--- src/rtl/result_accumulator_pkg.sv ---
// Shared types, sizes and saturating/ReLU helpers for the result accumulator and
// later post-processing stages.
package result_accumulator_pkg;

    localparam int MATRIX_SIZE    = 8;
    localparam int PARTIAL_SUM_BW = 20;
    localparam int ACC_BW         = 24;
    localparam int ACC_DEPTH      = 8;
    localparam int ROW_AW         = $clog2(ACC_DEPTH);
    localparam int OUT_FIFO_DEPTH = 2;
    localparam int FIFO_CW        = $clog2(OUT_FIFO_DEPTH + 1);
    localparam int ROW_DATA_BW    = ACC_BW * MATRIX_SIZE;
    localparam int FIFO_WIDTH     = ROW_AW + ROW_DATA_BW;

    typedef logic signed [ACC_BW-1:0] acc_lane_t;

    localparam acc_lane_t ACC_MAX = {1'b0, {(ACC_BW-1){1'b1}}};
    localparam acc_lane_t ACC_MIN = {1'b1, {(ACC_BW-1){1'b0}}};

    typedef struct packed {
        logic [ROW_AW-1:0]      row;
        logic [ROW_DATA_BW-1:0] data;
    } out_entry_t;

    function automatic acc_lane_t sext_psum(input logic [PARTIAL_SUM_BW-1:0] p);
        return {{(ACC_BW-PARTIAL_SUM_BW){p[PARTIAL_SUM_BW-1]}}, p};
    endfunction

    // One extra bit holds the exact sum; the top two bits disagree only on overflow.
    function automatic logic sat_ovf(input acc_lane_t a, input acc_lane_t b);
        logic [ACC_BW:0] wide;
        wide = {a[ACC_BW-1], a} + {b[ACC_BW-1], b};
        return (wide[ACC_BW] != wide[ACC_BW-1]);
    endfunction

    function automatic acc_lane_t sat_add(input acc_lane_t a, input acc_lane_t b);
        logic [ACC_BW:0] wide;
        acc_lane_t       res;
        wide = {a[ACC_BW-1], a} + {b[ACC_BW-1], b};
        if (wide[ACC_BW] != wide[ACC_BW-1]) begin
            if (wide[ACC_BW]) begin
                res = ACC_MIN;
            end else begin
                res = ACC_MAX;
            end
        end else begin
            res = wide[ACC_BW-1:0];
        end
        return res;
    endfunction

    function automatic acc_lane_t relu(input acc_lane_t x);
        acc_lane_t res;
        if (x[ACC_BW-1]) begin
            res = {ACC_BW{1'b0}};
        end else begin
            res = x;
        end
        return res;
    endfunction

endpackage

--- src/rtl/result_accumulator_out_fifo.sv ---
// Small synchronous FIFO for emitted rows. The head entry is held in a register so
// the consumer sees stable registered outputs, and the last value persists when empty.
module acc_out_fifo
    import result_accumulator_pkg::*;
#(
    parameter int  WIDTH = FIFO_WIDTH,
    parameter int  DEPTH = OUT_FIFO_DEPTH,
    localparam int AW    = $clog2(DEPTH),
    localparam int CW    = $clog2(DEPTH + 1)
) (
    input  logic             clk,
    input  logic             rstn,
    input  logic             push,
    input  logic [WIDTH-1:0] push_data,
    input  logic             pop,
    output logic             head_valid,
    output logic [WIDTH-1:0] head_data,
    output logic [CW-1:0]    count,
    output logic             full,
    output logic             empty
);

    logic [WIDTH-1:0] mem_r [DEPTH];
    logic [AW-1:0]    wr_ptr_r;
    logic [AW-1:0]    rd_ptr_r;
    logic [AW-1:0]    rd_ptr_next_s;
    logic [CW-1:0]    count_r;
    logic [CW-1:0]    count_after_pop_s;
    logic [CW-1:0]    count_next_s;
    logic             push_ok_s;
    logic             pop_ok_s;
    logic             full_s;
    logic             empty_s;
    logic             valid_r;
    logic [WIDTH-1:0] head_r;
    logic [WIDTH-1:0] head_next_s;

    // Occupancy, guarded push/pop and next head selection.
    always_comb begin
        full_s            = (count_r == CW'(DEPTH));
        empty_s           = (count_r == {CW{1'b0}});
        push_ok_s         = push & ~full_s;
        pop_ok_s          = pop & ~empty_s;
        rd_ptr_next_s     = rd_ptr_r;
        count_after_pop_s = count_r;
        count_next_s      = count_r;
        head_next_s       = head_r;
        if (pop_ok_s) begin
            rd_ptr_next_s     = rd_ptr_r + AW'(1);
            count_after_pop_s = count_r - CW'(1);
        end else begin
            rd_ptr_next_s     = rd_ptr_r;
            count_after_pop_s = count_r;
        end
        if (push_ok_s) begin
            count_next_s = count_after_pop_s + CW'(1);
        end else begin
            count_next_s = count_after_pop_s;
        end
        // A push into an otherwise drained FIFO becomes the head directly.
        if (count_next_s == {CW{1'b0}}) begin
            head_next_s = head_r;
        end else if (count_after_pop_s == {CW{1'b0}}) begin
            head_next_s = push_data;
        end else begin
            head_next_s = mem_r[rd_ptr_next_s];
        end
    end

    // Pointer, count and head registers.
    always_ff @(posedge clk) begin
        if (!rstn) begin
            wr_ptr_r <= {AW{1'b0}};
            rd_ptr_r <= {AW{1'b0}};
            count_r  <= {CW{1'b0}};
            valid_r  <= 1'b0;
            head_r   <= {WIDTH{1'b0}};
        end else begin
            if (push_ok_s) begin
                wr_ptr_r <= wr_ptr_r + AW'(1);
            end
            rd_ptr_r <= rd_ptr_next_s;
            count_r  <= count_next_s;
            valid_r  <= (count_next_s != {CW{1'b0}});
            head_r   <= head_next_s;
        end
    end

    // Entry storage; occupancy alone decides which entries are live.
    always_ff @(posedge clk) begin
        if (rstn && push_ok_s) begin
            mem_r[wr_ptr_r] <= push_data;
        end
    end

    assign head_valid = valid_r;
    assign head_data  = head_r;
    assign count      = count_r;
    assign full       = full_s;
    assign empty      = empty_s;

endmodule

--- src/rtl/result_accumulator.sv ---
// Accumulates deskewed partial-sum rows across K-tiles into a per-row bank and queues
// finished (optionally ReLU'd) rows for the result SRAM writer.
module result_accumulator
    import result_accumulator_pkg::*;
(
    input  logic                                  clk,
    input  logic                                  rstn,
    input  logic                                  in_valid,
    output logic                                  in_ready,
    input  logic [PARTIAL_SUM_BW*MATRIX_SIZE-1:0] in_data,
    input  logic [ROW_AW-1:0]                     in_row,
    input  logic                                  in_first,
    input  logic                                  in_last,
    input  logic                                  relu_en,
    output logic                                  out_valid,
    input  logic                                  out_ready,
    output logic [ROW_DATA_BW-1:0]                out_data,
    output logic [ROW_AW-1:0]                     out_row,
    input  logic                                  clr_flags,
    output logic                                  ovf_flag,
    output logic [15:0]                           emit_count
);

    acc_lane_t          acc_r [ACC_DEPTH][MATRIX_SIZE];
    acc_lane_t          base_s [MATRIX_SIZE];
    acc_lane_t          addend_s [MATRIX_SIZE];
    acc_lane_t          sum_s [MATRIX_SIZE];
    logic [MATRIX_SIZE-1:0] lane_ovf_s;
    logic [ROW_DATA_BW-1:0] emit_data_s;
    out_entry_t         push_entry_s;
    out_entry_t         head_entry_s;
    logic [FIFO_WIDTH-1:0]  fifo_head_s;
    logic [FIFO_CW-1:0] fifo_count_s;
    logic               fifo_full_s;
    logic               fifo_empty_s;
    logic               fifo_valid_s;
    logic               in_ready_s;
    logic               accept_s;
    logic               push_s;
    logic               pop_s;
    logic               ovf_r;
    logic [15:0]        emit_count_r;

    // Handshake decode; readiness depends only on the registered FIFO count.
    always_comb begin
        in_ready_s = (fifo_count_s < FIFO_CW'(OUT_FIFO_DEPTH));
        accept_s   = in_valid & in_ready_s;
        push_s     = accept_s & in_last & ~fifo_full_s;
        pop_s      = out_ready & ~fifo_empty_s;
    end

    // Lane-wise saturating update and optional ReLU on the emitted copy.
    always_comb begin
        lane_ovf_s   = {MATRIX_SIZE{1'b0}};
        emit_data_s  = {ROW_DATA_BW{1'b0}};
        push_entry_s = '{row: {ROW_AW{1'b0}}, data: {ROW_DATA_BW{1'b0}}};
        for (int i = 0; i < MATRIX_SIZE; i++) begin
            base_s[i]   = {ACC_BW{1'b0}};
            addend_s[i] = sext_psum(in_data[i*PARTIAL_SUM_BW +: PARTIAL_SUM_BW]);
            if (in_first) begin
                base_s[i] = {ACC_BW{1'b0}};
            end else begin
                base_s[i] = acc_r[in_row][i];
            end
            sum_s[i]      = sat_add(base_s[i], addend_s[i]);
            lane_ovf_s[i] = sat_ovf(base_s[i], addend_s[i]);
            if (relu_en) begin
                emit_data_s[i*ACC_BW +: ACC_BW] = relu(sum_s[i]);
            end else begin
                emit_data_s[i*ACC_BW +: ACC_BW] = sum_s[i];
            end
        end
        push_entry_s.row  = in_row;
        push_entry_s.data = emit_data_s;
    end

    // Accumulator bank; the stored value is the saturated pre-ReLU sum.
    always_ff @(posedge clk) begin
        if (!rstn) begin
            for (int r = 0; r < ACC_DEPTH; r++) begin
                for (int i = 0; i < MATRIX_SIZE; i++) begin
                    acc_r[r][i] <= {ACC_BW{1'b0}};
                end
            end
        end else if (accept_s) begin
            for (int i = 0; i < MATRIX_SIZE; i++) begin
                acc_r[in_row][i] <= sum_s[i];
            end
        end
    end

    // Sticky overflow flag (clear wins over a same-cycle set) and emission counter.
    always_ff @(posedge clk) begin
        if (!rstn) begin
            ovf_r        <= 1'b0;
            emit_count_r <= 16'd0;
        end else begin
            if (clr_flags) begin
                ovf_r <= 1'b0;
            end else if (accept_s && (lane_ovf_s != {MATRIX_SIZE{1'b0}})) begin
                ovf_r <= 1'b1;
            end
            if (push_s) begin
                emit_count_r <= emit_count_r + 16'd1;
            end
        end
    end

    acc_out_fifo #(
        .WIDTH (FIFO_WIDTH),
        .DEPTH (OUT_FIFO_DEPTH)
    ) u_out_fifo (
        .clk        (clk),
        .rstn       (rstn),
        .push       (push_s),
        .push_data  (push_entry_s),
        .pop        (pop_s),
        .head_valid (fifo_valid_s),
        .head_data  (fifo_head_s),
        .count      (fifo_count_s),
        .full       (fifo_full_s),
        .empty      (fifo_empty_s)
    );

    assign head_entry_s = fifo_head_s;
    assign in_ready     = in_ready_s;
    assign out_valid    = fifo_valid_s;
    assign out_data     = head_entry_s.data;
    assign out_row      = head_entry_s.row;
    assign ovf_flag     = ovf_r;
    assign emit_count   = emit_count_r;

endmodule

--- config.mk ---
export PLATFORM = sky130hd
export DESIGN_NAME = result_accumulator
export DESIGN_NICKNAME = d
export VERILOG_FILES = /design/src/rtl/result_accumulator_pkg.sv /design/src/rtl/result_accumulator_out_fifo.sv /design/src/rtl/result_accumulator.sv
export SDC_FILE = /design/constraint.sdc
export NUM_CORES = 2
export LEC_CHECK = 0
export CELL_PAD_IN_SITES_DETAIL_PLACEMENT = 1
export CELL_PAD_IN_SITES_GLOBAL_PLACEMENT = 2
export CORE_MARGIN = 2
export CORE_UTILIZATION = 40
export DETAILED_ROUTE_END_ITERATION = 8
export PLACE_DENSITY_LB_ADDON = 0.1
export SLEW_MARGIN = 5
export SYNTH_ARGS = -nofsm -noshare
export SYNTH_HDL_FRONTEND = slang
export SYNTH_SLANG_ARGS = --single-unit
export TNS_END_PERCENT = 5
--- constraint.sdc ---
create_clock -name clk -period 36.6 [get_ports clk]
set_input_delay 7.32 -clock clk [delete_from_list [all_inputs] [get_ports clk]]
set_output_delay 7.32 -clock clk [all_outputs]
set_load 0.1 [all_outputs]
==> metrics.md <==
| Metric | Value |
|---|---|
| Worst slew pin tran | `1270 ps` |
| CP required | `37,300 ps` |
| Status | `completed` |
| Pin count of the biggest net entering global routing | `123` |
| CP max FO | `45` |
| IO Pins | `385` |
| DR WL/cell | `29.8 um` |
| IO buf count | `384` |
| Final hold vios | `0` |
| Layout overhead on the synthesized area | `15.6%` |
| Leading cell types in the layout, fill and taps excluded | `edfxtp_1 (1,926), nor2_1 (1,878), a21oi_1 (547), nand2_1 (472), a22oi_1 (384)` |
| Max-Slew Margin vs Limit | `14.6%` |
| DRT iter0 DRCs | `6,044` |
| CTS HTree Levels | `4` |
| RSZ-0062 raised after global routing | `false` |
| Die X | `491 um` |
| Row count | `178` |
| DRC Markers | `0` |
| Clk_lat worst skew | `880 ps` |
| Filler instances | `24,600` |
| Setup violations, final | `0` |
| Clk slew on worst S/H paths | `60 ps` |
| Fmax | `63.8 MHz` |
| Clock Skew | `36.4 ps` |
| Top cell type by total area after synthesis | `edfxtp_1` |
| Number of detailed-route iterations in the first pass | `6` |
| Final wirelength | `346,000 um` |
| Initial antenna violation count | `7` |
| Commonest non-fill, non-tap cell in the layout | `edfxtp_1` |
| Synth warnings | `0` |
| Syn_nets | `8,439` |
| Die footprint | `241,000 um^2` |
| Cell Pwr Density | `71.7 nW/um^2` |
| Total power | `0.00784 W` |
| Final TNS setup | `0 ps` |
| Synth Cell Area | `94,700 um^2` |
| Layout Nets | `8,634` |
| Syn Area/Cell | `11.8 um^2` |
| Max-cap violations | `0` |
| Post-Synthesis Cells | `8,048` |
| Hold Crit Class | `reg -> reg` |
| HPWL Detailed | `194,000 um` |
| Leak | `39.9 nW` |
| Tmin final | `15,680 ps` |
| Worst VDD drop | `0.0567 mV` |
| Number of synthesized flops with an enable pin | `1,926` |
| Resized cells post-CTS | `0` |
| Total track usage | `28.1%` |
| Vias | `69,500` |
| RD Place Congestion | `0.814` |
| Top FF cell, synth | `edfxtp_1` |
| Via density | `5.99` |
| TritonCTS Sinks | `2,143` |
| WS Path Type | `in -> reg` |
| Sequential share of the synthesized area | `65.7%` |
| Slew Limit Fails | `0` |
| Initial Util | `40.3%` |
| First-pass GRT wire length | `503,000 um` |
| Fin util | `46.5%` |
| Clock buffer depth | `3` |
| Postcts setup bufs | `0` |
| Main area contributors after synthesis | `edfxtp_1 (61%), nor2_1 (7.5%), dfxtp_1 (4.6%)` |
| Distinct cells, synth | `84` |
| Register bit total from synthesis | `2,143` |
| CTS tree | `built` |
| Share of the synthesized area in the top cell type | `61.1%` |
| Clock root buffer master | `clkbuf_16` |
| Final cycle utilization of the critical path | `42.8%` |
| Critical Path AT | `16,370 ps` |
| Number of global-route vias before repair | `72,500` |
| ANT nets after route | `0` |
| Height of the die | `491 um` |
| Startpoint Class | `input pin` |
| Share of cells above drive strength 1 | `7.04%` |
| Total gr overflow | `0` |
| Core area | `235,000 um^2` |
| Hold_buf cts | `0` |
| CTS buffer count | `230` |
| Setup crit end kind | `register` |
| Async SR Flop Fraction | `0%` |
-- worst max-delay path, cell delays in order --
cell,delay (ps)
clkdlybuf4s50_1,850
and3_4,900
buf_4,660
buf_4,650
a22oi_1,140
a31oi_1,390
ha_1,320
a211oi_1,370
o211ai_1,190
and4_1,230
o2111ai_1,430
o211ai_1,230
a31o_2,280
a21o_1,180
xor2_1,160
ha_1,800
inv_2,420
nor2_2,950
a21oi_1,510
nor2_1,250
-- sequential cells by signal, indices dropped and copies added, names as in the netlist --
| register | flops |
|---|---|
| u_out_fifo.mem_r | 390 |
| u_out_fifo.head_valid | 1 |
| u_out_fifo.count | 2 |
| u_out_fifo.rd_ptr_r | 1 |
| acc_r | 1536 |
| emit_count | 16 |
| ovf_flag | 1 |
| u_out_fifo.wr_ptr_r | 1 |
| u_out_fifo.head_data | 195 |
-- synthesized netlist by cell type (27+ instances only) --
master,instances
nand2_1,490
buf_1,45
nor2_1,1881
nor3_1,36
a22o_1,194
and3_1,29
nand3_1,65
a21o_1,93
ha_1,212
a22oi_1,384
a211oi_1,32
edfxtp_1,1926
dfxtp_1,217
a31oi_1,216
xnor2_1,119
o21ai_0,271
xor2_1,57
and2_1,36
a221oi_1,198
nor2b_1,29
a21oi_2,38
o211ai_1,27
a21oi_1,550
o21ai_1,28
clkbuf_1,503
inv_1,52
-- path summary, 6_finish.rpt --
| check | from | end | slack (ps) | depth (start not counted) |
|---|---|---|---|---|
| worst max-delay path | in_row[1] | u_out_fifo.mem_r[0][139] | 20920 | 20 |
| worst max register to register | acc_r[4][49] | u_out_fifo.mem_r[0][139] | 30030 | 17 |
| worst min register to register | u_out_fifo.head_data[138] | u_out_fifo.head_data[138] | 440 | 2 |
| worst min-delay path | u_out_fifo.head_data[138] | u_out_fifo.head_data[138] | 440 | 2 |
-- per-stage QoR --
| step | instances | hold WS, ps | worst slack, ps | cell area [um^2] |
|---|---|---|---|---|
| final | 11600 | 438 | 20920 | 109000 |
| after global routing | 11600 | 480 | 20630 | 109000 |
| after CTS | 11600 | 444 | 20990 | 109000 |
| after detailed placement | 11200 | 436 | 20100 | 102000 |
| after global placement | 11200 | 432 | 20260 | 102000 |
| after floorplan | 8048 | 570 | 9190 | 94700 |
-- power breakdown --
part | internal, W | switching (W) | leakage [nW] | total (W)
clock network | 0.00135 | 0.000993 | 3.64 | 0.00234
logic | 0.000533 | 0.00194 | 15.0 | 0.00247
registers | 0.00295 | 0.0000890 | 21.3 | 0.00303
-- cell families after synthesis --
group / synth area share [%]
buf+inv: 2.46
flops: 65.7
mux: 0.234
fa+ha+maj: 2.97
xor+xnor: 1.63
simple gates: 11.3
compound gates: 15.8
-- final cells by class --
cell class | instances | area, um^2 | share of cell area (%)
clock buffer | 339 | 6550 | 5.99
clock inverter | 96 | 941 | 0.860
inverter | 58 | 218 | 0.199
multi-input combinational | 5289 | 30500 | 27.9
tap | 3150 | 3940 | 3.60
sequential | 2143 | 62200 | 56.8
timing repair buffer | 521 | 5060 | 4.63
antenna | 6 | 15.0 | 0.0137
-- metal layers --
layer / routed length [um] / GRT usage (%) / vias up
met3: 18400 / 3.40 / 485
met5: 44 / 0 / -
li1: - / - / 30400
met4: 9580 / 7.95 / 8
met2: 171000 / 48.4 / 2134
met1: 147000 / 37.3 / 36500
(Power assumes the default switching activity.)
